## src/rtl/uart_resp_tx.sv

```systemverilog
// Word-oriented UART transmitter: buffers 32-bit responses in a small FIFO and sends them MSB byte first.
// Optional even parity bit per byte when UART_TX_PARITY_EN is defined (8E1); default build is 8N1.
module uart_resp_tx #(
  parameter int SCYCLE   = 50_000_000,
  parameter int BAUDRATE = 9600,
  parameter int DEPTH    = 4
) (
  input  logic        clk,
  input  logic        reset,
  input  logic [31:0] data_in,
  input  logic        write_en,
  output logic        ready,
  output logic        TX,
  output logic        TXBUSY,
  output logic        done
);

  localparam int CPB = SCYCLE / BAUDRATE;
  localparam int BW  = (CPB > 2) ? $clog2(CPB) : 1;
  localparam int AW  = $clog2(DEPTH);
  localparam logic [BW-1:0] C_LAST = BW'(CPB - 1);
  localparam logic [BW-1:0] C_PRE  = BW'(CPB - 2);

  typedef enum logic [2:0] {
    S_IDLE, S_LOAD, S_START, S_DATA, S_PARITY, S_STOP
  } state_t;

  state_t        r_state, w_state_next;
  logic [BW-1:0] r_baud, w_baud_next;
  logic [2:0]    r_bit, w_bit_next;
  logic [1:0]    r_byte, w_byte_next;
  logic [31:0]   r_shift, w_shift_next;
  logic          r_tx, w_tx_next;
  logic          r_done, w_done_next;
  logic          r_busy;
  logic          r_chain, w_chain_next;

  logic [31:0]   r_mem [DEPTH];
  logic [AW-1:0] r_wr_ptr, r_rd_ptr;
  logic [AW:0]   r_count, w_count_next;
  logic          w_push, w_pop;
  logic [31:0]   w_rd_data;
  logic [7:0]    w_cur_byte;
  logic [2:0]    w_bit_inc;

  assign ready        = (r_count < (AW+1)'(DEPTH));
  assign w_push       = write_en & ready;
  assign w_rd_data    = r_mem[r_rd_ptr];
  assign w_cur_byte   = r_shift[31:24];
  assign w_bit_inc    = r_bit + 3'd1;
  assign w_count_next = r_count + (AW+1)'(w_push) - (AW+1)'(w_pop);

  assign TX     = r_tx;
  assign TXBUSY = r_busy;
  assign done   = r_done;

  always_comb begin
    w_state_next = r_state;
    w_baud_next  = r_baud + BW'(1);
    w_bit_next   = r_bit;
    w_byte_next  = r_byte;
    w_shift_next = r_shift;
    w_tx_next    = r_tx;
    w_done_next  = 1'b0;
    w_chain_next = r_chain;
    w_pop        = 1'b0;
    case (r_state)
      S_IDLE: begin
        w_baud_next = '0;
        w_tx_next   = 1'b1;
        if (r_count != '0) begin
          w_state_next = S_LOAD;
          w_chain_next = 1'b0;
        end
      end
      S_LOAD: begin
        // A chained LOAD is the last clock of the previous word's stop bit,
        // so the done pulse for that word lands on this exit edge.
        w_pop        = 1'b1;
        w_shift_next = w_rd_data;
        w_byte_next  = '0;
        w_bit_next   = '0;
        w_baud_next  = '0;
        w_tx_next    = 1'b0;
        w_done_next  = r_chain;
        w_state_next = S_START;
      end
      S_START: begin
        if (r_baud == C_LAST) begin
          w_baud_next  = '0;
          w_bit_next   = '0;
          w_tx_next    = w_cur_byte[0];
          w_state_next = S_DATA;
        end
      end
      S_DATA: begin
        if (r_baud == C_LAST) begin
          w_baud_next = '0;
          if (r_bit == 3'd7) begin
`ifdef UART_TX_PARITY_EN
            w_tx_next    = ^w_cur_byte;
            w_state_next = S_PARITY;
`else
            w_tx_next    = 1'b1;
            w_state_next = S_STOP;
`endif
          end else begin
            w_bit_next = w_bit_inc;
            w_tx_next  = w_cur_byte[w_bit_inc];
          end
        end
      end
      S_PARITY: begin
        if (r_baud == C_LAST) begin
          w_baud_next  = '0;
          w_tx_next    = 1'b1;
          w_state_next = S_STOP;
        end
      end
      S_STOP: begin
        if (r_byte == 2'd3) begin
          if (r_baud == C_PRE && r_count != '0) begin
            w_baud_next  = '0;
            w_chain_next = 1'b1;
            w_state_next = S_LOAD;
          end else if (r_baud == C_LAST) begin
            w_baud_next  = '0;
            w_done_next  = 1'b1;
            w_state_next = S_IDLE;
          end
        end else if (r_baud == C_LAST) begin
          w_baud_next  = '0;
          w_byte_next  = r_byte + 2'd1;
          w_shift_next = {r_shift[23:0], 8'h00};
          w_tx_next    = 1'b0;
          w_state_next = S_START;
        end
      end
      default: begin
        w_tx_next    = 1'b1;
        w_state_next = S_IDLE;
      end
    endcase
  end

  always_ff @(posedge clk) begin
    if (reset) begin
      r_state  <= S_IDLE;
      r_baud   <= '0;
      r_bit    <= '0;
      r_byte   <= '0;
      r_shift  <= '0;
      r_tx     <= 1'b1;
      r_done   <= 1'b0;
      r_busy   <= 1'b0;
      r_chain  <= 1'b0;
      r_wr_ptr <= '0;
      r_rd_ptr <= '0;
      r_count  <= '0;
    end else begin
      r_state <= w_state_next;
      r_baud  <= w_baud_next;
      r_bit   <= w_bit_next;
      r_byte  <= w_byte_next;
      r_shift <= w_shift_next;
      r_tx    <= w_tx_next;
      r_done  <= w_done_next;
      r_busy  <= (w_state_next != S_IDLE) || (w_count_next != '0);
      r_chain <= w_chain_next;
      r_count <= w_count_next;
      if (w_push) r_wr_ptr <= r_wr_ptr + AW'(1);
      if (w_pop)  r_rd_ptr <= r_rd_ptr + AW'(1);
    end
  end

  always_ff @(posedge clk) begin
    if (w_push && !reset) r_mem[r_wr_ptr] <= data_in;
  end

endmodule
```

## config.mk

```make
export PLATFORM = sky130hd
export DESIGN_NAME = uart_resp_tx
export DESIGN_NICKNAME = d
export VERILOG_FILES = /design/src/rtl/uart_resp_tx.sv
export SDC_FILE = /design/constraint.sdc
export NUM_CORES = 1
export LEC_CHECK = 0
export CAP_MARGIN = 20
export CORE_MARGIN = 2
export CORE_UTILIZATION = 32
export DETAILED_ROUTE_END_ITERATION = 8
export GPL_ROUTABILITY_DRIVEN = 0
export SYNTH_ARGS = -nofsm -noshare
export SYNTH_HDL_FRONTEND = slang
export SYNTH_SLANG_ARGS = --single-unit
export TNS_END_PERCENT = 10
```

## constraint.sdc

```tcl
create_clock -name clk -period 4.7 [get_ports clk]
set_input_delay 0.94 -clock clk [delete_from_list [all_inputs] [get_ports clk]]
set_output_delay 0.94 -clock clk [all_outputs]
set_load 0.005 [all_outputs]
```

Word-level counts from Yosys, hierarchy flattened:

Memories as Yosys holds them, arrays and structs flattened. A register that Yosys moved wholly into a read port is not among the register bits.
Index checks and enable logic that the tools add are counted.

* register bits: 64
* input port bits: 35
* memories: 1
* word-level logic and storage cells: 104
* bits in latches: 0
* memory bits (writable): 128
* bits in read-only memories: 0

* add/subtract/negate cells: 7
* mux-type cells: 46
* $lt $le $gt $ge: 2
* div/mod/pow operators: 0
* multipliers: 0
* reductions and logical operators: 17
* equality and inequality tests: 18
* shift operators: 0
* bitwise operators: 1

Memories
* r_mem: depth 4, bits a word 32, rd ports 1, clocked after memory_dff 1, write ports 1, RTL line 38 `logic [31:0] r_mem [DEPTH];`

Operators by type and width (number)
* $mux 32: 2
* $pmux 32 s2: 1
* $mux 13: 3
* $pmux 13 s3: 1
* $mux 3: 12
* $eq 13x13->1 const B: 2
* $ne 2x2->1 const B: 9
* $pmux 3 s6: 1
* $mux 1: 16
* $add 13x1->13 const B: 1
* $reduce_bool 3->1: 4
* $eq 3x3->1 const B: 3
* $pmux 3 s3: 1
* $mux 2: 4
* $reduce_and 4->1: 2
* $add 2x1->2 const B: 3
* $eq 3x2->1 const B: 2
* $pmux 1 s5: 1
* $reduce_and 5->1: 1
* $lt 3x4->1 const B: 1
* $pmux 1 s2: 2
* $pmux 2 s2: 1
* $reduce_bool 2->1: 2
* $add 3x1->3: 1
* other kinds (14): 15

Depth between registers and ports, before layout:

* depth in word-level cells: 7
* depth in mapped cells: 14

Worst setup path after synthesis:

OpenSTA, ideal clock, no wires.

* path kind: in2reg
* start point: input write_en
* end point: register r_busy, in the netlist TXBUSY
* data required time: 4.566 ns
* stages on the path: 13
* arrival time: 3.083 ns
* setup time: 0.134 ns
* path slack: 1.483 ns
* path through: nor2b_1 -> clkbuf_1 -> inv_1 -> ha_1 -> inv_1 -> ha_1 -> inv_1 -> fa_1 -> xor2_1 -> and2_1 -> nor3_1 -> a21o_1 -> or4_1

* longest elaborated chain between the ends: 5

Ends and longest elaborated chain
* start: declaration: RTL line 11 `input logic write_en,`
* $and 1x1->1: RTL line 47 `assign w_push = write_en & ready;`
* $add 3x1->3: RTL line 51 `assign w_count_next = r_count + (AW+1)'(w_push) - (AW+1)'(w_pop);`
* $sub 3x1->3: RTL line 51
* $reduce_bool 3->1: RTL line 168 `r_busy <= (w_state_next != S_IDLE) || (w_count_next != '0);`
* $logic_or 1x1->1: RTL line 168
* end signal: assignment: RTL line 168
* end: declaration: RTL line 35 `logic r_busy;`

No other way between the ends.
A chain may end at the register's enable or synchronous reset.

Final worst setup path:

* start point: register r_state[0]
* end point: register r_busy, in the netlist TXBUSY

* longest elaborated chain between the ends: 6
* elaborated cells between the ends (all ways): 21

Ends and longest elaborated chain
* start: declaration: RTL line 28 `state_t r_state, w_state_next;`
* start signal: assignment: RTL line 161 `r_state <= w_state_next;`
* parallel branches: the longest is 5 deep, another holds $sub 3x1->3
* $logic_or 1x1->1 *: RTL line 168

Every way passes the cells marked *.

==> metrics.cfg <==
[yosys]
yosys_warnings = 0
yosysMostFrequentCell = edfxtp_1
synth.largest_area_cell = edfxtp_1
syn-num-nets = 598
avgSynthCellArea_sq_um = 14.09
ys_ff_latch = 194
synth_edf_count = 128
synth_top_area_share = 0.4952
ys_types = 49
yosysSeqAreaShare = 0.6654
syn_area_sq_um = 7762
yosys-top-cells-area = edfxtp_1 (50%), dfxtp_1 (17%), mux4_2 (9.6%)
synthTopCellsByCount = edfxtp_1 (128), nand2_1 (70), dfxtp_1 (66)
synth_cells = 551
synth_async_sr_flop_share = 0
ys.flop_type = edfxtp_1

[power_and_ir_drop]
pwr-share-comb = 0.210
clockPowerShare = 0.316
p_sw_frac = 0.2799
power_density_nw_per_um2 = 494.7
power_leakage_nw = 2.918
p_sw_mw = 1.253
seqPwrFrac = 0.474
ir_drop_mv = 0.2662
cellInternalPower_mw = 3.224

[floorplan]
die_area_sq_um = 25520
die_w_microns = 159.8
core_area_sq_um = 23610
pin_count = 39
die_height_microns = 159.8
num_rows = 56
start_util = 0.3287

[timing]
relSlewSlack = 0.3591
finalCriticalPeriod_ns = 3.574
finalCritPeriodShare = 0.7604
fin_ws_ns = 1.126
timing_hold_violations_final = 0
drv_slew = 0
fmax_ghz = 0.2798
tightest_slew_ns = 0.9613
rsz0062_at_grt = false
clock_skew_ns = 0.01379
setup_viol = 0
tns_ns = 0

[routing]
ant_nets = 0
vias = 4593
drt_iter0_drc = 405
wire_per_inst_microns = 16.84
viasPerCell = 5.009
first_pass_iters = 5
drc = 0
routed_wl_mm = 15.44

[cells_and_area]
fin_nets = 632
area_growth_pct = 16.59
num_antenna_cells = 0
drive_gt1_frac = 0.1421
fill_cells = 2180
final_util = 0.3833

[global_routing]
grt_max_degree = 37
antenna_found_initial = 0
grt_usage = 0.1248
overflow = 0
grt_pass1_wl_mm = 24.91
grt_pass1_vias = 4694

[clock_tree]
root_buffer = clkbuf_16
clk_path_buf_depth = 2
numCtsBuffers = 17
holdBufCountCts = 0
cts_setup_buffers = 0
clk_pin_slew_worst_paths_ns = 0.07
htree_levels = 4
cts_tree = done
cts_sinks = 194
worstSkewPairLatency_ns = 0.42
cts.repair.resized = 0

[worst_setup_path]
cp-end-kind = flip-flop
worstPathArrival_ns = 3.87
critical_path_class = flip-flop to flip-flop
crit_fanout = 14
critical_path_required_ns = 5.00
start_kind = flip-flop

[place]
io_buffers = 38
place_ws_ns = 0.8942
hpwlAfterDp_mm = 9.916

[run]
drv_cap = 0

[run_status]
status = completed

[worst_hold_path]
hold_class = flip-flop to flip-flop

## power groups by stage
stage               Clock (mW)  Combinational (mW)  Sequential [mW]
floorplan                    0               0.723             2.12
global placement             0               0.934             2.15
detailed placement           0               0.960             2.16
CTS                       1.45               0.962             2.12
global route              1.52                1.05             2.14
finish                    1.41               0.940             2.12
## registers in the layout (all words and copies together), names as in the netlist, named ones only
signal    count
r_mem       128
r_shift      32
r_baud       13
r_bit         3
r_count       3
r_state       3
r_byte        2
r_rd_ptr      2
r_wr_ptr      2
TX            1
TXBUSY        1
done          1
r_chain       1
## logic make-up (layout without fill, tap and decap cells)
family	after synthesis	in the layout	share of synthesized area
flops	194	194	0.6654
simple gates	149	149	0.08978
compound gates	102	102	0.08462
buf+inv	44	91	0.02466
mux	35	35	0.09832
xor+xnor	15	15	0.01693
fa+ha+maj	12	12	0.02031
## routing by layer
layer | GRT usage | share of wire
met5 | 0 | 0
met4 | 0.04008 | 0.018
met3 | 0.03143 | 0.038
met2 | 0.2078 | 0.50
met1 | 0.1600 | 0.45
## stage by stage
step	std cells	cell area, sq um	hold slack (ns)	power (mW)
6_report	917	9050	0.4724	4.477
5_1_grt	917	9050	0.4858	4.714
4_1_cts	917	9050	0.4749	4.536
3_5_place_dp	885	8467	0.4579	3.118
3_3_place_gp	885	8467	0.4415	3.082
2_1_floorplan	551	7762	0.4296	2.840
## worst max-delay path, stage by stage (launching register included)
cell and delay [ns]:
dfxtp_1 0.53, nand2b_1 0.33, nor2_1 0.61, ha_1 0.35, inv_1 0.06, ha_1 0.13
inv_1 0.04, fa_1 0.37, xor2_1 0.19, and2_1 0.15, nor3_1 0.06, a21o_1 0.17
or4_1 0.46
## placed cells by master (no fill, tap or decap), types with 4 or more instances in the layout
master	instances
nand4_1	5
xnor2_1	7
and3_1	5
nand2_1	70
a311oi_1	24
clkdlybuf4s50_1	37
inv_6	5
o21ai_0	19
nor3_1	5
a31oi_1	4
clkbuf_16	17
o21a_1	4
xor2_1	8
a21oi_1	39
buf_4	11
nand3_1	9
inv_1	9
edfxtp_1	128
nor2_1	34
mux4_2	33
dfxtp_1	65
ha_1	11
## worst paths after layout
check                                 from         to  slack [ns]  cells past startpoint
worst max-delay path            r_state[0]     TXBUSY        1.13                     12
worst min-delay path             r_baud[0]  r_baud[0]        0.47                      1
worst max register to register  r_state[0]     TXBUSY        1.13                     12
worst min register to register   r_baud[0]  r_baud[0]        0.47                      1
## final cells by class
class | instances | area (sq um) | area share
multi-input cells | 313 | 2406 | 0.2659
well taps | 319 | 399.1 | 0.04410
clock inverters | 13 | 140.1 | 0.01548
repair buffers | 49 | 457.9 | 0.05060
inverters | 10 | 37.54 | 0.004148
clock buffers | 19 | 442.9 | 0.04894
flip-flops and latches | 194 | 5166 | 0.5709
No activity file was read; power rests on OpenSTA's default activity.
